### src/rtl/otter_pkg.sv
// Shared types for the OTTER execute stage: ALU op codes, jump kinds, branch
// funct3 values, multiplier FSM states and the branch-condition helper.
package otter_pkg;

  typedef enum logic [3:0] {
    ALU_ADD  = 4'b0000,
    ALU_SLL  = 4'b0001,
    ALU_SLT  = 4'b0010,
    ALU_SLTU = 4'b0011,
    ALU_XOR  = 4'b0100,
    ALU_SRL  = 4'b0101,
    ALU_OR   = 4'b0110,
    ALU_AND  = 4'b0111,
    ALU_SUB  = 4'b1000,
    ALU_LUI  = 4'b1001,
    ALU_SRA  = 4'b1101,
    ALU_MUL  = 4'b1111
  } alu_fun_t;

  typedef enum logic [1:0] {
    JUMP_NONE   = 2'b00,
    JUMP_BRANCH = 2'b01,
    JUMP_JAL    = 2'b10,
    JUMP_JALR   = 2'b11
  } jump_t;

  localparam logic [2:0] F3_BEQ  = 3'b000;
  localparam logic [2:0] F3_BNE  = 3'b001;
  localparam logic [2:0] F3_BLT  = 3'b100;
  localparam logic [2:0] F3_BGE  = 3'b101;
  localparam logic [2:0] F3_BLTU = 3'b110;
  localparam logic [2:0] F3_BGEU = 3'b111;

  typedef enum logic [1:0] {
    MUL_IDLE = 2'b00,
    MUL_RUN  = 2'b01,
    MUL_DONE = 2'b10
  } mul_state_t;

  // Reserved funct3 encodings resolve as not taken.
  function automatic logic branch_taken(input logic [2:0] f3,
                                        input logic [31:0] a,
                                        input logic [31:0] b);
    case (f3)
      F3_BEQ:  return a == b;
      F3_BNE:  return a != b;
      F3_BLT:  return $signed(a) < $signed(b);
      F3_BGE:  return $signed(a) >= $signed(b);
      F3_BLTU: return a < b;
      F3_BGEU: return a >= b;
      default: return 1'b0;
    endcase
  endfunction

endpackage

### src/rtl/execute_state_if.sv
// Decode-register inputs and Memory_State-facing outputs of the execute stage.
// master = surrounding pipeline (drives DR_*), slave = execute_state.
interface execute_state_if;
  logic        DR_VALID;
  logic [31:0] DR_IR;
  logic [31:0] DR_PC;
  logic [31:0] DR_RS1;
  logic [31:0] DR_RS2;
  logic [31:0] DR_IMM;
  logic [3:0]  DR_ALU_FUN;
  logic [1:0]  DR_SRC_SEL;
  logic [1:0]  DR_JUMP;
  logic        DR_memWrite;
  logic        DR_memRead2;
  logic        DR_REG_WRITE;
  logic [1:0]  DR_RF_WR_SEL;
  logic [4:0]  DR_RD;

  logic        ER_memWrite;
  logic        ER_memRead2;
  logic        ER_REG_WRITE;
  logic [31:0] ER_PC_MEM;
  logic [31:0] ER_PC_4;
  logic [31:0] ER_ALU_OUT;
  logic [31:0] ER_RS2;
  logic [1:0]  ER_RF_WR_SEL;
  logic [4:0]  EX_MS_RD;
  logic        EX_REDIRECT;
  logic [31:0] EX_TARGET;
  logic        EX_BUSY;

  modport master (
    output DR_VALID, DR_IR, DR_PC, DR_RS1, DR_RS2, DR_IMM, DR_ALU_FUN,
           DR_SRC_SEL, DR_JUMP, DR_memWrite, DR_memRead2, DR_REG_WRITE,
           DR_RF_WR_SEL, DR_RD,
    input  ER_memWrite, ER_memRead2, ER_REG_WRITE, ER_PC_MEM, ER_PC_4,
           ER_ALU_OUT, ER_RS2, ER_RF_WR_SEL, EX_MS_RD, EX_REDIRECT,
           EX_TARGET, EX_BUSY
  );

  modport slave (
    input  DR_VALID, DR_IR, DR_PC, DR_RS1, DR_RS2, DR_IMM, DR_ALU_FUN,
           DR_SRC_SEL, DR_JUMP, DR_memWrite, DR_memRead2, DR_REG_WRITE,
           DR_RF_WR_SEL, DR_RD,
    output ER_memWrite, ER_memRead2, ER_REG_WRITE, ER_PC_MEM, ER_PC_4,
           ER_ALU_OUT, ER_RS2, ER_RF_WR_SEL, EX_MS_RD, EX_REDIRECT,
           EX_TARGET, EX_BUSY
  );
endinterface

### src/rtl/otter_alu.sv
// Combinational RV32I ALU; undefined op codes (including MUL) produce 0.
module otter_alu
  import otter_pkg::*;
(
  input  logic [31:0] src_a,
  input  logic [31:0] src_b,
  input  logic [3:0]  alu_fun,
  output logic [31:0] result
);

  logic [4:0] shamt;
  assign shamt = src_b[4:0];

  always_comb begin
    result = '0;
    case (alu_fun)
      ALU_ADD:  result = src_a + src_b;
      ALU_SUB:  result = src_a - src_b;
      ALU_SLL:  result = src_a << shamt;
      ALU_SLT:  result = {31'd0, $signed(src_a) < $signed(src_b)};
      ALU_SLTU: result = {31'd0, src_a < src_b};
      ALU_XOR:  result = src_a ^ src_b;
      ALU_SRL:  result = src_a >> shamt;
      ALU_SRA:  result = $unsigned($signed(src_a) >>> shamt);
      ALU_OR:   result = src_a | src_b;
      ALU_AND:  result = src_a & src_b;
      ALU_LUI:  result = src_b;
      default:  result = '0;
    endcase
  end

endmodule

### src/rtl/execute_state.sv
// OTTER RV32I execute stage: ALU, branch/jump redirect with self-squash, and
// the EX->MEM register. Define OTTER_EX_MUL_EN to add the iterative multiplier.
module execute_state
  import otter_pkg::*;
#(
  parameter int MUL_BITS_PER_CYCLE = 1
)
(
  input  logic      EX_CLOCK,
  input  logic      EX_RESET_N,
  execute_state_if.slave ex
);

  if (MUL_BITS_PER_CYCLE != 1 && MUL_BITS_PER_CYCLE != 2 && MUL_BITS_PER_CYCLE != 4) begin : g_bad_mul_bits
    $error("MUL_BITS_PER_CYCLE must be 1, 2 or 4");
  end

  logic [31:0] src_a, src_b, alu_result, ex_result;
  logic        active, redirect_raw, busy, capture, squash_reg;

  logic        mem_write_reg, mem_read_reg, reg_write_reg;
  logic [31:0] pc_mem_reg, pc_4_reg, alu_out_reg, rs2_reg;
  logic [1:0]  rf_wr_sel_reg;
  logic [4:0]  rd_reg;

  assign src_a = ex.DR_SRC_SEL[1] ? ex.DR_PC  : ex.DR_RS1;
  assign src_b = ex.DR_SRC_SEL[0] ? ex.DR_IMM : ex.DR_RS2;

  otter_alu u_alu (
    .src_a   (src_a),
    .src_b   (src_b),
    .alu_fun (ex.DR_ALU_FUN),
    .result  (alu_result)
  );

  // A squashed slot is the wrong-path instruction behind a redirect.
  assign active = ex.DR_VALID && !squash_reg;

  always_comb begin
    redirect_raw = 1'b0;
    case (ex.DR_JUMP)
      JUMP_BRANCH: redirect_raw = branch_taken(ex.DR_IR[14:12], ex.DR_RS1, ex.DR_RS2);
      JUMP_JAL:    redirect_raw = 1'b1;
      JUMP_JALR:   redirect_raw = 1'b1;
      default:     redirect_raw = 1'b0;
    endcase
  end

  assign ex.EX_REDIRECT = EX_RESET_N && active && redirect_raw;
  assign ex.EX_TARGET   = (ex.DR_JUMP == JUMP_JALR) ? ((ex.DR_RS1 + ex.DR_IMM) & ~32'd1)
                                                    : (ex.DR_PC + ex.DR_IMM);

`ifdef OTTER_EX_MUL_EN
  localparam int MUL_STEPS = 32 / MUL_BITS_PER_CYCLE;

  mul_state_t  state_reg, state_next;
  logic        mul_start, mul_load, mul_step, busy_raw;
  logic [31:0] mcand_reg, mplier_reg, acc_reg, partial;
  logic [5:0]  step_cnt_reg;

  assign mul_start = active && (ex.DR_ALU_FUN == ALU_MUL);

  always_ff @(posedge EX_CLOCK or negedge EX_RESET_N) begin
    if (!EX_RESET_N) state_reg <= MUL_IDLE;
    else             state_reg <= state_next;
  end

  always_comb begin
    state_next = state_reg;
    case (state_reg)
      MUL_IDLE: if (mul_start) state_next = MUL_RUN;
      MUL_RUN:  if (step_cnt_reg == 6'(MUL_STEPS - 1)) state_next = MUL_DONE;
      MUL_DONE: state_next = MUL_IDLE;
      default:  state_next = MUL_IDLE;
    endcase
  end

  always_comb begin
    mul_load = 1'b0;
    mul_step = 1'b0;
    busy_raw = 1'b0;
    case (state_reg)
      MUL_IDLE: begin
        mul_load = mul_start;
        busy_raw = mul_start;
      end
      MUL_RUN: begin
        mul_step = 1'b1;
        busy_raw = 1'b1;
      end
      default: ;
    endcase
  end

  // Shift-add: each step folds the low multiplier bits into the accumulator.
  always_comb begin
    partial = acc_reg;
    for (int b = 0; b < MUL_BITS_PER_CYCLE; b++) begin
      if (mplier_reg[b]) partial = partial + (mcand_reg << b);
    end
  end

  always_ff @(posedge EX_CLOCK or negedge EX_RESET_N) begin
    if (!EX_RESET_N) begin
      mcand_reg    <= '0;
      mplier_reg   <= '0;
      acc_reg      <= '0;
      step_cnt_reg <= '0;
    end else if (mul_load) begin
      mcand_reg    <= src_a;
      mplier_reg   <= src_b;
      acc_reg      <= '0;
      step_cnt_reg <= '0;
    end else if (mul_step) begin
      mcand_reg    <= mcand_reg << MUL_BITS_PER_CYCLE;
      mplier_reg   <= mplier_reg >> MUL_BITS_PER_CYCLE;
      acc_reg      <= partial;
      step_cnt_reg <= step_cnt_reg + 6'd1;
    end
  end

  assign busy      = EX_RESET_N && busy_raw;
  assign ex_result = (ex.DR_ALU_FUN == ALU_MUL) ? acc_reg : alu_result;
`else
  assign busy      = 1'b0;
  assign ex_result = alu_result;
`endif

  assign ex.EX_BUSY = busy;
  assign capture    = active && !busy;

  always_ff @(posedge EX_CLOCK or negedge EX_RESET_N) begin
    if (!EX_RESET_N) begin
      squash_reg    <= 1'b0;
      mem_write_reg <= 1'b0;
      mem_read_reg  <= 1'b0;
      reg_write_reg <= 1'b0;
      pc_mem_reg    <= '0;
      pc_4_reg      <= '0;
      alu_out_reg   <= '0;
      rs2_reg       <= '0;
      rf_wr_sel_reg <= '0;
      rd_reg        <= '0;
    end else begin
      squash_reg <= ex.EX_REDIRECT;
      if (capture) begin
        mem_write_reg <= ex.DR_memWrite;
        mem_read_reg  <= ex.DR_memRead2;
        reg_write_reg <= ex.DR_REG_WRITE;
        pc_mem_reg    <= ex.DR_IR;
        pc_4_reg      <= ex.DR_PC + 32'd4;
        alu_out_reg   <= ex_result;
        rs2_reg       <= ex.DR_RS2;
        rf_wr_sel_reg <= ex.DR_RF_WR_SEL;
        rd_reg        <= ex.DR_RD;
      end else begin
        // Bubble: kill side effects, leave the data fields as they were.
        mem_write_reg <= 1'b0;
        mem_read_reg  <= 1'b0;
        reg_write_reg <= 1'b0;
        rd_reg        <= '0;
      end
    end
  end

  assign ex.ER_memWrite  = mem_write_reg;
  assign ex.ER_memRead2  = mem_read_reg;
  assign ex.ER_REG_WRITE = reg_write_reg;
  assign ex.ER_PC_MEM    = pc_mem_reg;
  assign ex.ER_PC_4      = pc_4_reg;
  assign ex.ER_ALU_OUT   = alu_out_reg;
  assign ex.ER_RS2       = rs2_reg;
  assign ex.ER_RF_WR_SEL = rf_wr_sel_reg;
  assign ex.EX_MS_RD     = rd_reg;

endmodule
### src/flat_wrapper.sv
// flat-port wrapper written by rule: the top's interface ports become plain ports
module execute_state_flat import otter_pkg::*;
#(
  parameter int MUL_BITS_PER_CYCLE = 1
)
  (EX_CLOCK, EX_RESET_N, ex_DR_VALID, ex_DR_IR, ex_DR_PC, ex_DR_RS1, ex_DR_RS2, ex_DR_IMM, ex_DR_ALU_FUN, ex_DR_SRC_SEL, ex_DR_JUMP, ex_DR_memWrite, ex_DR_memRead2, ex_DR_REG_WRITE, ex_DR_RF_WR_SEL, ex_DR_RD, ex_ER_memWrite, ex_ER_memRead2, ex_ER_REG_WRITE, ex_ER_PC_MEM, ex_ER_PC_4, ex_ER_ALU_OUT, ex_ER_RS2, ex_ER_RF_WR_SEL, ex_EX_MS_RD, ex_EX_REDIRECT, ex_EX_TARGET, ex_EX_BUSY);
  execute_state_if ex_i ();
  input  logic EX_CLOCK;
  input  logic EX_RESET_N;
  input wire logic [$bits(ex_i.DR_VALID)-1:0] ex_DR_VALID;
  input wire logic [$bits(ex_i.DR_IR)-1:0] ex_DR_IR;
  input wire logic [$bits(ex_i.DR_PC)-1:0] ex_DR_PC;
  input wire logic [$bits(ex_i.DR_RS1)-1:0] ex_DR_RS1;
  input wire logic [$bits(ex_i.DR_RS2)-1:0] ex_DR_RS2;
  input wire logic [$bits(ex_i.DR_IMM)-1:0] ex_DR_IMM;
  input wire logic [$bits(ex_i.DR_ALU_FUN)-1:0] ex_DR_ALU_FUN;
  input wire logic [$bits(ex_i.DR_SRC_SEL)-1:0] ex_DR_SRC_SEL;
  input wire logic [$bits(ex_i.DR_JUMP)-1:0] ex_DR_JUMP;
  input wire logic [$bits(ex_i.DR_memWrite)-1:0] ex_DR_memWrite;
  input wire logic [$bits(ex_i.DR_memRead2)-1:0] ex_DR_memRead2;
  input wire logic [$bits(ex_i.DR_REG_WRITE)-1:0] ex_DR_REG_WRITE;
  input wire logic [$bits(ex_i.DR_RF_WR_SEL)-1:0] ex_DR_RF_WR_SEL;
  input wire logic [$bits(ex_i.DR_RD)-1:0] ex_DR_RD;
  output wire logic [$bits(ex_i.ER_memWrite)-1:0] ex_ER_memWrite;
  output wire logic [$bits(ex_i.ER_memRead2)-1:0] ex_ER_memRead2;
  output wire logic [$bits(ex_i.ER_REG_WRITE)-1:0] ex_ER_REG_WRITE;
  output wire logic [$bits(ex_i.ER_PC_MEM)-1:0] ex_ER_PC_MEM;
  output wire logic [$bits(ex_i.ER_PC_4)-1:0] ex_ER_PC_4;
  output wire logic [$bits(ex_i.ER_ALU_OUT)-1:0] ex_ER_ALU_OUT;
  output wire logic [$bits(ex_i.ER_RS2)-1:0] ex_ER_RS2;
  output wire logic [$bits(ex_i.ER_RF_WR_SEL)-1:0] ex_ER_RF_WR_SEL;
  output wire logic [$bits(ex_i.EX_MS_RD)-1:0] ex_EX_MS_RD;
  output wire logic [$bits(ex_i.EX_REDIRECT)-1:0] ex_EX_REDIRECT;
  output wire logic [$bits(ex_i.EX_TARGET)-1:0] ex_EX_TARGET;
  output wire logic [$bits(ex_i.EX_BUSY)-1:0] ex_EX_BUSY;
  assign ex_i.DR_VALID = ex_DR_VALID;
  assign ex_i.DR_IR = ex_DR_IR;
  assign ex_i.DR_PC = ex_DR_PC;
  assign ex_i.DR_RS1 = ex_DR_RS1;
  assign ex_i.DR_RS2 = ex_DR_RS2;
  assign ex_i.DR_IMM = ex_DR_IMM;
  assign ex_i.DR_ALU_FUN = ex_DR_ALU_FUN;
  assign ex_i.DR_SRC_SEL = ex_DR_SRC_SEL;
  assign ex_i.DR_JUMP = ex_DR_JUMP;
  assign ex_i.DR_memWrite = ex_DR_memWrite;
  assign ex_i.DR_memRead2 = ex_DR_memRead2;
  assign ex_i.DR_REG_WRITE = ex_DR_REG_WRITE;
  assign ex_i.DR_RF_WR_SEL = ex_DR_RF_WR_SEL;
  assign ex_i.DR_RD = ex_DR_RD;
  assign ex_ER_memWrite = ex_i.ER_memWrite;
  assign ex_ER_memRead2 = ex_i.ER_memRead2;
  assign ex_ER_REG_WRITE = ex_i.ER_REG_WRITE;
  assign ex_ER_PC_MEM = ex_i.ER_PC_MEM;
  assign ex_ER_PC_4 = ex_i.ER_PC_4;
  assign ex_ER_ALU_OUT = ex_i.ER_ALU_OUT;
  assign ex_ER_RS2 = ex_i.ER_RS2;
  assign ex_ER_RF_WR_SEL = ex_i.ER_RF_WR_SEL;
  assign ex_EX_MS_RD = ex_i.EX_MS_RD;
  assign ex_EX_REDIRECT = ex_i.EX_REDIRECT;
  assign ex_EX_TARGET = ex_i.EX_TARGET;
  assign ex_EX_BUSY = ex_i.EX_BUSY;
  execute_state #(.MUL_BITS_PER_CYCLE(MUL_BITS_PER_CYCLE)) u_core (.EX_CLOCK(EX_CLOCK), .EX_RESET_N(EX_RESET_N), .ex(ex_i));
endmodule
### config.mk
export PLATFORM = sky130hd
export DESIGN_NAME = execute_state_flat
export DESIGN_NICKNAME = d
export VERILOG_FILES = /design/src/rtl/otter_pkg.sv /design/src/rtl/execute_state_if.sv /design/src/rtl/otter_alu.sv /design/src/rtl/execute_state.sv /design/src/flat_wrapper.sv
export SDC_FILE = /design/constraint.sdc
export NUM_CORES = 1
export LEC_CHECK = 0
export CORE_UTILIZATION = 30
export CTS_CLUSTER_DIAMETER = 120
export CTS_CLUSTER_SIZE = 25
export DETAILED_ROUTE_END_ITERATION = 12
export PLACE_DENSITY = 0.47
export SLEW_MARGIN = 15
export SYNTH_ARGS = -nofsm -noshare
export SYNTH_HDL_FRONTEND = slang
export SYNTH_SLANG_ARGS = --single-unit
### constraint.sdc
create_clock -name EX_CLOCK -period 8.1 [get_ports EX_CLOCK]
set_input_delay 2.43 -clock EX_CLOCK [delete_from_list [all_inputs] [get_ports EX_CLOCK]]
set_output_delay 2.43 -clock EX_CLOCK [all_outputs]
set_load 0.01 [all_outputs]
Yosys cells after proc, flatten, opt, wreduce, memory -nomap -nowiden
Cells that the tools add are included.

word-level totals
  bits in registers = 139
  bits of input ports = 181
  output and inout port bits = 172

operators by class
  add/sub/neg operators = 5
  magnitude comparators = 6
  equal/unequal tests = 20
  shift-type cells = 3
  muxes and demuxes = 10
  bitwise gates (word level) = 3
  reductions and logical operators = 7

operators by type and width
  operator               count
  $pmux 32 s11           1
  $lt 32x32->1           4
  $add 32x32->32         3
  $mux 32                3
  $ge 32x32->1           2
  $add 32x3->32 const B  1
  $and 32x32->32         1
  $eq 32x32->1           1
  $ne 32x32->1           1
  $or 32x32->32          1
  $shl 32x5->32          1
  $shr 32x5->32          1
  $sshr 32x5->32         1
  $sub 32x32->32         1
  $xor 32x32->32         1
  $eq 4x3->1 const B     4
  $eq 3x3->1 const B     4
  $eq 4x4->1 const B     3
  $eq 4x2->1 const B     2
  $pmux 1 s6             1
  $mux 5                 1
  $eq 2x2->1 const B     2
  $eq 4x1->1 const B     1
  $logic_not 4->1        1
  other kinds (8)        12

Logic depth before layout (Yosys ltp)
Gate-level depths: netlist of the first run.

  word-level depth = 4
  gate-level depth with buffers = 19
  gate-level depth less buffers = 15

By module
Synthesis of the first run repeated with hierarchy kept, for this count alone.

second synthesis, totals
  cell total of the unflattened synthesis = 2664
  area, all modules = 19610.1 µm²

by module, submodules not included
  module         times used  cells an instance  area each (µm²)
  execute_state  1           1322               10628.9
  otter_alu      1           1342               8981.1

Least setup slack after synthesis of the first run
OpenSTA, ideal clock, no wires.

  path type = input-to-output
  start point = in ex_DR_IMM[2]
  end point = out ex_EX_TARGET[30]
  arrival time = 4840 ps
  required time = 5670 ps
  slack = 830 ps
  stages = 11
  path buffers = 0
  path through = ha_1 nor2b_1 o31ai_1 a21oi_1 a21oi_1 a21oi_1 o41ai_1 o31ai_1 a221oi_1 xor2_1 mux2i_1

between the ends
  word-level cells in the longest chain between the ends = 2
  elaborated cells on any way between the ends = 3
  classes of those cells = add/sub (2); mux (1)

RTL lines
  item                                      line                                      RTL
  start, declared                           flat_wrapper.sv:15                        input wire logic [$bits(ex_i.DR_IMM)-1:0] ex_DR_IMM;
  $add 32x32->32, on equally long branches  execute_state.sv:51, execute_state.sv:50
  $mux 32 (*)                               execute_state.sv:50                       assign ex.EX_TARGET = (ex.DR_JUMP == JUMP_JALR) ? ((ex.DR_RS1 + ex.DR_IMM) & ~32'd1)
  end, declared                             flat_wrapper.sv:34                        output wire logic [$bits(ex_i.EX_TARGET)-1:0] ex_EX_TARGET;

Mark *: on every way between the ends. The rest lies on a longest branch, timed or not.

Worst setup path after layout of the first run
  start point = in ex_DR_IMM[7]
  end point = out ex_EX_TARGET[25]

Same word-level chain as after synthesis.

==> impl_metrics.csv, run 1 <==
group,metric,value,unit
layout,area_delta_synth_final,37.0,%
die,die_w,255,um
grt,grt_use_total,0.317,
power,power.switching,1.74,mW
power,irDropWorstVdd,0.000151,V
synth,synth_cell_types,93,
die,io_pins,353,
sta,rsz0062_at_grt,"true",
synth,synth_flop_cell,"dfrtp_1",
route,dr_total_vias,22800,
critical_path,worstPathRequired,5.67,ns
sta,finalSetupTns,0,ns
synth,synth_edf_count,0,
sta,slew_headroom,0.188,
critical_path,critical-path-top-delay-family,"compound AO/OA/AOI/OAI gates",
power,seq_power_share,0.222,
route,drt_iter0_markers,2144,
power,p_per_area,146,nW/um^2
die,row_count,92,
critical_path,critPathMaxFanout,3,
die,dieArea,64800,um^2
sta,whs,0.476,ns
synth,synth_nets,3021,
layout,fillers,6649,
clocking,clock_path_buffers,2,
clocking,clk_pin_slew,0.07,ns
synth,syn_avg_cell_area,7.23,um^2
route,drtPass1Iterations,7,
clocking,clkLatencyLatePin,0.51,ns
sta,fmax,124,MHz
min_path,hp-class,"reg2reg",
power,leakage,11.8,nW
power,switching_share,0.456,
placed_design,io_buffers,351,
critical_path,critical_path_class,"in2out",
synth,yosysTopAreaCellShare,0.182,
synth,synth_top_area_cell,"dfrtp_1",
clocking,clock_sinks,139,
layout,drive_gt1_frac,0.139,
sta,fin_skew,0.0112,ns
synth,syn_inst,2645,
clocking,cts-root-buf,"clkbuf_16",
critical_path,max_stage_delay,0.45,ns
synth,ys_seq_area_frac,0.182,
clocking,ctsHtreeMaxLevel,4,
synth,yosys-top-cells-area,"dfrtp_1, ha_1, nand2_1",
flow_run,drv_cap,0,
power,combPwrFrac,0.559,
grt,antenna_found_initial,2,
clocking,cts_buffers,17,
sta,maxSlewViolCount,0,
route,routed_wl,104000,um
clocking,tritoncts,"done",
critical_path,arrival,5.64,ns
route,wl_per_cell,26.1,um
placed_design,gp_congestion,1.02,
die,start_util,0.303,
sta,setup_viol,0,
critical_path,path_cells,"dlygate4sd2_1 -> ha_2 -> a2111o_1 -> o311ai_2 -> buf_4 -> a31oi_4 -> or2_4 -> o41ai_4 -> buf_4 -> o21bai_1 -> a21oi_1 -> xor2_1 -> o21ai_1 -> buf_4 -> clkdlybuf4s15_2",
die,coreArea,63100,um^2
synth,synth_warnings,0,
critical_path,end_kind,"output pin",
route,drc,0,
synth,syn_area,19100,um^2
sta,period_share,0.997,
placed_design,dp_hpwl,83500,um
synth,ys_ff_latch,139,
die,die_h,255,um
sta,hold_viol_final,0,
power,p_int,2.08,mW
power,pwr-share-clk,0.219,
grt,grt_pass1_wl,150000,um
status,status,"complete, no violations",
sta,fin_crit,8.07,ns
critical_path,start_kind,"input port",
grt,grt_pass1_vias,22300,
critical_path,crit_slowest_cell,"a2111o_1",
route,vias_per_cell,5.70,
synth,async_flop_share,1.00,
sta,worstMarginPinSlew,1.19,ns
critical_path,worst-path-buf-inv,5,
grt,grt_max_degree,164,
layout,final_net_count,3518,
grt,overflow,0,
route,antenna_left,0,
critical_path,crit_path_frequent_cell,"buf_4",
[synth_stat cells (14+ instances only)]
master	n
o221ai_1	18
buf_2	30
o21ai_0	222
nand2_1	409
o31ai_1	14
nand2b_1	24
nor3_1	49
nand4_1	23
a221oi_1	17
a211oi_1	38
o211ai_1	47
a22oi_1	17
o21a_1	15
a21o_1	50
and3_1	21
a222oi_1	15
xnor2_1	47
o21bai_1	23
or3_1	19
nor4_1	18
mux2i_1	133
and2_1	17
nor2_1	215
clkbuf_1	105
inv_1	136
buf_1	23
o2111ai_1	18
nor2b_1	21
a31oi_1	28
dfrtp_1	139
ha_1	191
xor2_1	37
a21oi_1	226
nand3_1	41
o22ai_1	22
[metrics by stage]
step | instances | cell area (um^2) | util | power [mW] | setup WS, ns
floorplan | 2645 | 19100 | - | 1.94 | 0.830
global placement | 3963 | 25300 | 0.400 | 2.94 | -0.785
detailed placement | 3963 | 25300 | 0.400 | 2.94 | -0.783
CTS | 3998 | 26000 | 0.412 | 3.81 | -0.111
global route | 4002 | 26200 | 0.416 | 4.02 | -0.0537
finish | 4002 | 26200 | 0.416 | 3.82 | 0.0269
[power groups by stage]
| stage | combinational [mW] | clock (mW) | sequential [mW] |
|---|---|---|---|
| final | 2.14 | 0.835 | 0.847 |
| after global placement | 2.08 | 0 | 0.858 |
| after CTS | 2.09 | 0.868 | 0.848 |
| after detailed placement | 2.08 | 0 | 0.861 |
| after floorplan | 1.05 | 0 | 0.886 |
| after global routing | 2.28 | 0.879 | 0.857 |
[path summary, 6_finish.rpt]
kind	start	endpoint	slack, ns	cells past startpoint
worst min register to register	u_core.ex.ER_PC_MEM[14]$_DFFE_PN0P_	u_core.ex.ER_PC_MEM[14]$_DFFE_PN0P_	0.48	2
min in group asynchronous	EX_RESET_N	u_core.ex.ER_PC_MEM[11]$_DFFE_PN0P_	1.88	1
worst max register to register	u_core.squash_reg$_DFF_PN0_	u_core.ex.ER_ALU_OUT[9]$_DFFE_PN0P_	5.30	7
worst max-delay path	ex_DR_IMM[7]	ex_EX_TARGET[25]	0.03	15
worst min-delay path	u_core.ex.ER_PC_MEM[14]$_DFFE_PN0P_	u_core.ex.ER_PC_MEM[14]$_DFFE_PN0P_	0.48	2
max in group asynchronous	EX_RESET_N	u_core.ex.ER_PC_MEM[1]$_DFFE_PN0P_	4.95	2
[logic make-up (layout without fill, tap and decap cells)]
family          after synthesis  count (layout)  synth area share
other cells                   1               2          0.000196
buf+inv                     306             816            0.0634
flops                       139             139             0.182
fa+ha+maj                   195             195             0.129
mux                         145             145            0.0768
compound gates              889             889             0.306
simple gates                886             886             0.205
xor+xnor                     84              84            0.0385
[layer usage]
| layer | up-vias | wire length, um | global-route usage |
|---|---|---|---|
| met2 | 1018 | 48300 | 0.522 |
| li1 | 10700 | - | - |
| met3 | 219 | 7120 | 0.0509 |
| met5 | - | 13 | 0 |
| met4 | 2 | 5330 | 0.166 |
| met1 | 10900 | 43700 | 0.397 |
[cells in the final DEF (no fill, tap or decap), types with 129 or more instances in the layout]
master / instances
nor2_1: 215
mux2i_1: 129
dfrtp_1: 139
inv_1: 134
buf_4: 288
ha_1: 176
o21ai_0: 212
nand2_1: 408
clkdlybuf4s50_1: 299
a21oi_1: 214
[area by class of cell]
class	instances	area (um^2)	share of cell area
tap	846	1060	0.0404
clock buffer	17	425	0.0162
timing repair buffer	642	5700	0.217
sequential	139	3480	0.133
clock inverter	15	146	0.00558
inverter	142	533	0.0203
antenna	1	2.50	0.0000955
multi-input combinational	2200	14900	0.567
[timing repair]
action | CTS | global route
endpoints found under the setup margin | 18 | 16
setup buffers | 3 | 3
pin swaps | 17 | 26
gates resized for setup | 86 | 53
hold buffers | 0 | 0
[tightest hold or removal path, stage by stage (launching register included)]
cell	delay [ns]
dfrtp_1	0.34
nand2_1	0.05
nand2_1	0.05
No activity file was read; power rests on OpenSTA's default activity.
==> inputs of run 2 (changes only) <==
--- a/config.mk
+++ b/config.mk
@@ -6,7 +6,7 @@
 export NUM_CORES = 1
 export LEC_CHECK = 0
 export CORE_UTILIZATION = 30
-export CTS_CLUSTER_DIAMETER = 120
+export CTS_CLUSTER_DIAMETER = 50
 export CTS_CLUSTER_SIZE = 25
 export DETAILED_ROUTE_END_ITERATION = 12
 export PLACE_DENSITY = 0.47
==> results of run 2 <==
No change in the layout: final DEF, timing and power equal those of run 1.
==> inputs of run 3 (changes only) <==
--- a/config.mk
+++ b/config.mk
@@ -5,6 +5,7 @@
 export SDC_FILE = /design/constraint.sdc
 export NUM_CORES = 1
 export LEC_CHECK = 0
+export CORE_ASPECT_RATIO = 2
 export CORE_UTILIZATION = 30
 export CTS_CLUSTER_DIAMETER = 50
 export CTS_CLUSTER_SIZE = 25
@@ -13,4 +14,5 @@
 export SLEW_MARGIN = 15
 export SYNTH_ARGS = -nofsm -noshare
 export SYNTH_HDL_FRONTEND = slang
+export SYNTH_HIERARCHICAL = 1
 export SYNTH_SLANG_ARGS = --single-unit
==> impl_metrics.csv, run 3 <==
group,metric,value,unit
status,status,"finished with violations",
status,failed_checks,"setup timing",
sta,setup_ws,-0.0583,ns
placed_design,dp_slack,-0.507,ns
layout,final_util,0.419,
grt,grt_pass1_vias,24400,
synth,synth-compound-area-share,0.290,
layout,area_delta_synth_final,38.2,%
placed_design,gp_congestion,0.988,
critical_path,worstPathRequired,5.67,ns
critical_path,end_kind,"output pin",
die,row_count,132,
layout,stdcell_count,4099,
synth,yosysMostFrequentCell,"nand2_1",
synth,synthAdderAreaFrac,0.126,
clocking,hold_buffers,0,
placed_design,post_dp_cell_area,26200,um^2
die,coreArea,64700,um^2
route,vias_per_cell,5.65,
sta,hold_viol_final,0,
layout,layout_common_cells,"nand2_1, buf_4, clkdlybuf4s50_1",
flow_run,drv_cap,0,
synth,synth_flop_cell,"dfrtp_1",
power,p_total,4.09,mW
placed_design,io_buffers,351,
route,drt_iter0_markers,1614,
grt,overflow,0,
die,start_util,0.303,
synth,yosysTopAreaCellShare,0.177,
route,routed_wl,112000,um
placed_design,dpl.cell_count,4054,
synth,synth_mux_area_frac,0.0940,
sta,setup_viol,1,
clocking,clk_pin_slew,0.06,ns
sta,finalSetupTns,-0.0583,ns
synth,syn_avg_cell_area,7.36,um^2
route,drc,0,
grt,grt_use_total,0.339,
placed_design,dp_hpwl,90800,um
clocking,cts-root-buf,"clkbuf_16",
die,dieArea,66500,um^2
clocking,clock_sinks,139,
synth,synth_top_area_cell,"dfrtp_1",
synth,yosys-top-cells-area,"dfrtp_1, ha_1, nand2_1",
critical_path,critPathMaxFanout,4,
synth,synth_top_family_by_area,"compound AO/OA/AOI/OAI gates",
sta,maxSlewViolCount,0,
critical_path,max_stage_delay,0.55,ns
critical_path,arrival,5.73,ns
sta,whs,0.471,ns
critical_path,start_kind,"input port",
die,die_h,364,um
clocking,ctsHtreeMaxLevel,4,
die,die_w,183,um
synth,synth_edf_count,0,
clocking,cts_buffers,17,
synth,synth_common_cells,"nand2_1, a21oi_1, o21ai_0",
route,wl_per_cell,27.4,um
power,irDropWorstVdd,0.000187,V
sta,fin_skew,0.0134,ns
sta,rsz0062_at_grt,"true",
grt,grt_pass1_wl,162000,um
layout,drive_gt1_frac,0.172,
die,io_pins,353,
sta,fmax,123,MHz
synth,synth_nets,3040,
synth,ys_ff_latch,139,
synth,ys_seq_area_frac,0.177,
synth,synthSimpleGateAreaFrac,0.211,
min_path,hold-path-cell-count,2,
sta,worstMarginPinSlew,1.11,ns
power,p_per_area,151,nW/um^2
min_path,hp-class,"reg2reg",
critical_path,critical_path_class,"in2out",
route,antenna_left,0,
critical_path,path_cells,"clkdlybuf4s50_1 -> ha_1 -> a211oi_2 -> o211ai_2 -> a211oi_4 -> buf_6 -> nor3_4 -> o41ai_2 -> buf_4 -> o21ai_2 -> a21oi_2 -> xor2_1 -> o21ai_1 -> clkdlybuf4s50_1",
sta,period_share,1.01,
synth,syn_inst,2664,
grt,antenna_found_initial,3,
clocking,clock_path_buffers,2,
synth,syn_area,19600,um^2
synth,async_flop_share,1.00,
critical_path,crit_slowest_cell,"clkdlybuf4s50_1",
layout,final_common_cell,"nand2_1",
clocking,tritoncts,"done",
synth,synth_cell_types,103,
synth,synth_warnings,6,
route,dr_total_vias,23200,
layout,stdcell_area,27100,um^2
clocking,clkLatencyLatePin,0.52,ns
sta,slew_headroom,0.255,
sta,fin_crit,8.16,ns
critical_path,crit_path_frequent_cell,"clkdlybuf4s50_1",
layout,final_net_count,3589,
grt,grt_max_degree,103,
critical_path,reg2reg_depth,3,
synth,synth-xor-area-share,0.0366,
power,leakage,12.0,nW
route,drtPass1Iterations,6,
[run 3: cell count changes after synthesis, moves of 11 or more]
cell      previous run  this run
mux2i_1            133        57
mux2_2              11        49
mux4_2               0        32
nand2_1            409       439
o21ai_1              5        25
nand4_1             23        42
clkbuf_1           105       121
a31oi_1             28        16
inv_1              136       148
a221oi_1            17        28
and3_1              21        10
[run 3: logic make-up after synthesis]
| logic type | count (synthesis) |
|---|---|
| xor+xnor | 82 |
| compound gates | 868 |
| other cells | 1 |
| mux | 138 |
| fa+ha+maj | 195 |
| buf+inv | 318 |
| flops | 139 |
| simple gates | 923 |
[run 3: layout make-up]
cell class / instances / area [um^2]
Antenna cell: 3 / 7.51
Tap cell: 871 / 1090
Clock buffer: 18 / 439
Multi-Input combinational cell: 2207 / 15200
Timing Repair Buffer: 694 / 6110
Clock inverter: 13 / 203
Sequential cell: 139 / 3480
Fill cell: 6795 / 37600
Inverter: 154 / 578
[run 3: report_power, final]
group          total [mW]  internal (mW)  leakage (nW)  switching (mW)
combinational        2.32          0.967          10.0            1.35
sequential          0.850          0.794          1.72          0.0569
clock               0.926          0.530         0.313           0.396
total                4.09           2.29          12.0            1.80
[run 3: worst paths after layout]
| kind | start | end | slack [ns] |
|---|---|---|---|
| max | ex_DR_IMM[1] | ex_EX_TARGET[29] | -0.06 |
| min | u_core/ex.ER_ALU_OUT[26]$_DFFE_PN0P_ | u_core/ex.ER_ALU_OUT[26]$_DFFE_PN0P_ | 0.47 |
| max reg2reg | u_core/squash_reg$_DFF_PN0_ | u_core/ex.ER_RS2[5]$_DFFE_PN0P_ | 6.23 |
| min reg2reg | u_core/ex.ER_ALU_OUT[26]$_DFFE_PN0P_ | u_core/ex.ER_ALU_OUT[26]$_DFFE_PN0P_ | 0.47 |
| max in group asynchronous | EX_RESET_N | u_core/ex.ER_PC_MEM[23]$_DFFE_PN0P_ | 5.06 |
| min in group asynchronous | EX_RESET_N | u_core/ex.ER_RS2[16]$_DFFE_PN0P_ | 1.79 |
[run 3: timing repair]
| item | CTS | global route |
|---|---|---|
| cloned | 0 | 0 |
| pin swaps | 8 | 17 |
| endpoints found under the setup margin | 19 | 19 |
| setup buffers | 5 | 6 |
| resized for setup | 34 | 54 |
[run 3: metal layers]
| layer | GRT usage | routed length, um | share of wire |
|---|---|---|---|
| met5 | 0 | 11 | 0.000098 |
| met4 | 0.262 | 9830 | 0.087 |
| met3 | 0.0591 | 5570 | 0.050 |
| met2 | 0.628 | 58300 | 0.52 |
| met1 | 0.329 | 38700 | 0.34 |
[run 3: critical path, delay by kind of cell]
kind | cells | cell delay, ns
buf+inv | 4 | 1.45
compound gates | 7 | 1.41
fa+ha+maj | 1 | 0.28
xor+xnor | 1 | 0.09
simple gates | 1 | 0.06
==> variant 1 (config.mk and constraints of run 3) <==
Remove the case item `ALU_SUB` of the case on `alu_fun`.
--- a/src/rtl/otter_alu.sv
+++ b/src/rtl/otter_alu.sv
@@ -17,3 +17,2 @@
       ALU_ADD:  result = src_a + src_b;
-      ALU_SUB:  result = src_a - src_b;
       ALU_SLL:  result = src_a << shamt;
Behaviour: not the same (a bounded check fails within 4 cycles, from zero or initial values and one cycle with EX_RESET_N low).
==> variant 1 against run 3 <==
The flow still finishes with violations (setup timing). Wire length fell by 18%. Largest cell class unchanged. Worst setup slack improved by 0.0050 ns. Sequential cell count did not move. Critical path type unchanged. Synthesized cell count fell by 10%. Utilization fell by 0.45 points. Global-route usage fell by 4.3 points. Power fell by 12%. Design area fell by 7.3%. Critical endpoint is now ex_EX_TARGET[31]. Area after synthesis fell by 6.3%.
==> variant 1: results (changes against run 3) <==
| Metric | Value |
|---|---|
| Status | `complete, but fails checks` |
| Failing checks | `setup timing` |
| Grt met3 use | `4.221% (-1.7 points)` |
| Worst setup path end | `ex_EX_TARGET[31]` |
| Leakage Power | `11.36 nW (-5.7%)` |
| Final GP Congestion | `0.9896 (+0.13%)` |
| Xor/xnor share of the synthesized area | `4.435% (+0.77 points)` |
| Max-slew headroom | `19.97% (-5.5 points)` |
| Clock network power | `839 uW (-9.4%)` |
| Num CTS Buffers | `17 (unchanged)` |
| CTS-repair resized insts | `46 (+35%)` |
| Post-layout nets | `3255 (-9.3%)` |
| Max stage delay on crit path | `0.49 ns (-0.06 ns)` |
| Worst VDD drop | `0.0001510 V (-19%)` |
| Hold Path Sink | `u_core/ex.ER_PC_MEM[4]$_DFFE_PN0P_` |
| Setup violators final | `1 (unchanged)` |
| First-pass GRT wire length | `134000 um (-17%)` |
| Drt pass-1 iters | `6 (unchanged)` |
| Met1 Usage GRT | `30.13% (-2.8 points)` |
| Initial antenna violation count | `5 (+2)` |
| Register area share after synthesis | `18.94% (+1.2 points)` |
| Initial drt markers | `1470 (-8.9%)` |
| Crit. Startpoint | `ex_DR_RS1[6]` |
| Avg WL per Cell | `25.17 um (-8.3%)` |
| Fin Clk Skew | `0.01107 ns (-0.002324 ns)` |
| Worst-Skew Late Latency | `0.50 ns (-0.02 ns)` |
| Delay-heaviest family, CP | `compound AO/OA/AOI/OAI gates` |
| HP Start | `u_core/ex.ER_PC_MEM[4]$_DFFE_PN0P_` |
| Metal-1 WL | `32480 um (-16%)` |
| Seq pwr share | `23.1% (+2.3 points)` |
| Largest net degree at the start of global routing | `101 (-1.9%)` |
| Sw Share | `41.49% (-2.6 points)` |
| Total track usage | `29.54% (-4.3 points)` |
| Syn nets | `2773 (-8.8%)` |
| Top post-synthesis cells by area | `dfrtp_1, ha_1, nand2_1, mux4_2, o21ai_0` |
| Vias post-DR | `20390 (-12%)` |
| Ratio of cells with drive above 1 in the final layout | `16.14% (-1.1 points)` |
| Worst reg2reg path endpoint | `u_core/ex.ER_PC_4[24]$_DFFE_PN0P_` |
| DP HPWL | `74440 um (-18%)` |
| Compound-Gate Fraction of Synth Area | `24.35% (-4.6 points)` |
| Filler Cells Inserted | `6295 (-7.4%)` |
| Post-DP Area | `0.02417 sq mm (-7.6%)` |
| Slowest cell on the critical path | `clkdlybuf4s50_1` |
| DR WL met3 | `4643 um (-17%)` |
| Cell variety after synth | `100 (-2.9%)` |
| Worst Slack Setup Final | `-0.05336 ns (+0.004969 ns)` |
| CP max FO | `5 (+1)` |
| Met2 usage | `53.66% (-9.2 points)` |
| Mux cell area share after synthesis | `11.72% (+2.3 points)` |
| Flop-to-flop setup slack | `6.04 ns (-0.19 ns)` |
| Most frequent cells after synthesis | `nand2_1, nor2_1, o21ai_0` |
| Clock transition at path regs | `0.06 ns (about the same)` |
| Worst EP arrival | `5.72 ns (about the same)` |
| Adder-cell share of the synthesized area | `13.34% (+0.74 points)` |
| WL met2 | `48100 um (-18%)` |
variant 1: cell count changes in the layout (fill, tap and decap cells not counted), moves of 13 or more:
cell,run 3,this run
mux2i_1,57,37
nand4_1,42,28
a21oi_1,209,160
buf_4,339,253
o22ai_1,26,13
mux4_2,32,45
o211ai_1,41,27
a22oi_1,8,21
inv_1,148,134
nand2_1,438,419
a221oi_1,28,5
variant 1: through the flow:
stage / total power [mW] / hold slack (ns) / worst slack (ns) / cells / setup TNS (ns)
final: 3.616 / 0.4747 / -0.05336 / 3675 / -0.05336
after floorplan: 1.849 / 0.5139 / 1.139 / 2398 / 0
after detailed placement: 2.756 / 0.4613 / -0.5048 / 3631 / -4.688
after CTS: 3.630 / 0.4777 / -0.1118 / 3669 / -0.2198
after global routing: 3.818 / 0.4962 / -0.1310 / 3675 / -0.1467
after global placement: 2.751 / 0.4553 / -0.4993 / 3631 / -4.701
variant 1: worst register-to-register path, delay by kind of cell, from the launching register on:
| kind | cells | cell delay (ns) |
|---|---|---|
| AO/OA/AOI/OAI | 1 | 0.34 |
| buffers and inverters | 1 | 0.45 |
| flip-flops | 1 | 0.39 |
| AND/OR/NAND/NOR | 1 | 0.74 |
variant 1: cell type report:
| class | instances | area [sq um] | share of cell area, % |
|---|---|---|---|
| multi-input cells | 1978 | 14080 | 56.03 |
| inverters | 137 | 514.2 | 2.046 |
| clock inverters | 13 | 152.6 | 0.6074 |
| repair buffers | 607 | 5472 | 21.77 |
| clock buffers | 19 | 452.9 | 1.802 |
| well taps | 780 | 975.9 | 3.883 |
| flip-flops and latches | 139 | 3478 | 13.84 |
| diodes | 2 | 5.005 | 0.01991 |
variant 1: cell families after synthesis:
kind of cell    Yosys count
flops                   139
simple gates            866
xor+xnor                 93
compound gates          690
other cells               1
fa+ha+maj               194
buf+inv                 281
mux                     134
==> variant 2 (config.mk and constraints of run 3) <==
Made on the original files. Build with the macro `OTTER_EX_MUL_EN` defined.
--- a/src/rtl/execute_state.sv
+++ b/src/rtl/execute_state.sv
@@ -2,2 +2,4 @@
 // the EX->MEM register. Define OTTER_EX_MUL_EN to add the iterative multiplier.
+`define OTTER_EX_MUL_EN
+
 module execute_state
Behaviour: not the same (a bounded check fails within 4 cycles, from zero or initial values and one cycle with EX_RESET_N low).
==> variant 2 against run 3 <==
Power grew 78%. Area after synthesis rose by 31%. Worst setup slack better by 0.16 ns. Design area increased by 25%. Wire length up 22%. Largest power group unchanged. Critical path depth fell by 1. Critical path type unchanged. Largest cell class unchanged. Sequential cell count grew 104. Synthesized cell count rose by 27%.
==> variant 2: results (changes against run 3) <==
| Metric | Value |
|---|---|
| Synthesized cell area | `0.02570 sq mm (+31%)` |
| Num CTS Buffers | `31 (+14)` |
| Gate power share | `53.2% (-3.4 points)` |
| Top post-synthesis cells by area | `dfrtp_1, ha_1, nand2_1, a21oi_1, o21ai_0` |
| Worst setup path end | `ex_EX_TARGET[10]` |
| Final GP Congestion | `1.039 (+5.2%)` |
| Worst VDD drop | `0.0001983 V (+5.9%)` |
| Vias in the first global route | `28990 (+19%)` |
| Grt met3 use | `4.511% (-1.4 points)` |
| Worst EP arrival | `5.57 ns (-0.16 ns)` |
| Syn nets | `3784 (+24%)` |
| Flop-to-flop setup slack | `4.29 ns (-1.94 ns)` |
| Ratio of cells with drive above 1 in the final layout | `15.36% (-1.8 points)` |
| Hold Path Sink | `u_core/ex.ER_RS2[0]$_DFFE_PN0P_` |
| Status | `completed` |
| Crit. Startpoint | `ex_DR_RS1[1]` |
| DR WL met3 | `6757 um (+21%)` |
| Initial antenna violation count | `7 (+4)` |
| Hold slack | `0.4737 ns (+0.002648 ns)` |
| Worst-Skew Late Latency | `0.66 ns (+0.14 ns)` |
| Total track usage | `31.02% (-2.8 points)` |
| Post-layout nets | `4339 (+21%)` |
| First-pass GRT wire length | `197700 um (+22%)` |
| Met1 Usage GRT | `30.63% (-2.3 points)` |
| Port Buffer Count | `352 (+0.28%)` |
[variant 2: cell types whose count changed after synthesis, moves of 23 or more]
cell | run 3 | this run
dfrtp_1 | 139 | 243
a31oi_1 | 16 | 56
mux2i_1 | 57 | 90
o21ai_1 | 25 | 96
a21oi_1 | 222 | 255
nor2_1 | 211 | 256
nand2_1 | 439 | 568
nand3_1 | 40 | 117
a21o_1 | 53 | 76
ha_1 | 191 | 223
[variant 2: logic make-up (layout without fill, tap and decap cells)]
family                     after synthesis  count (layout)  synth area share [%]
and+or+nand+nor                       1202            1202                 20.76
AOI/OAI and AO/OA                     1052            1052                 26.26
other                                    0               4                     0
xor gates and xnor gates               110             110                 3.749
buffers and inverters                  368             944                 5.828
muxes                                  172             172                 8.501
DFF                                    243             243                 23.66
adders and majority gates              228             228                 11.25
[variant 2: timing repair]
item                                    4_1_cts  5_1_grt
pin swaps                                    16       11
endpoints found under the setup margin       21       13
endpoints found under the hold margin         0        0
gates resized for setup                      61       31
buffers inserted                              2        1
[variant 2: cell type report]
cell class                      count  area [sq um]
Multi-Input combinational cell   2764         18480
Antenna cell                        4         10.01
Clock buffer                       32         789.5
Clock inverter                     22         284.0
Sequential cell                   243          6081
Timing Repair Buffer              727          6390
Inverter                          163         611.8
Fill cell                        8970         50850
Tap cell                         1071          1340
[variant 2: metrics by stage]
stage | setup WS [ns] | power, mW | setup TNS [ns] | std cells | util (%)
6_report | 0.09980 | 7.288 | 0 | 5026 | 40.06
5_1_grt | 0.004121 | 7.728 | 0 | 5023 | 40.05
4_1_cts | 0.004836 | 7.323 | 0 | 5020 | 39.94
3_5_place_dp | -0.8490 | 5.764 | -8.193 | 4964 | 38.48
3_3_place_gp | -0.9272 | 5.757 | -8.266 | 4964 | 38.48
2_1_floorplan | 0.8416 | 3.940 | 0 | 3375 | -
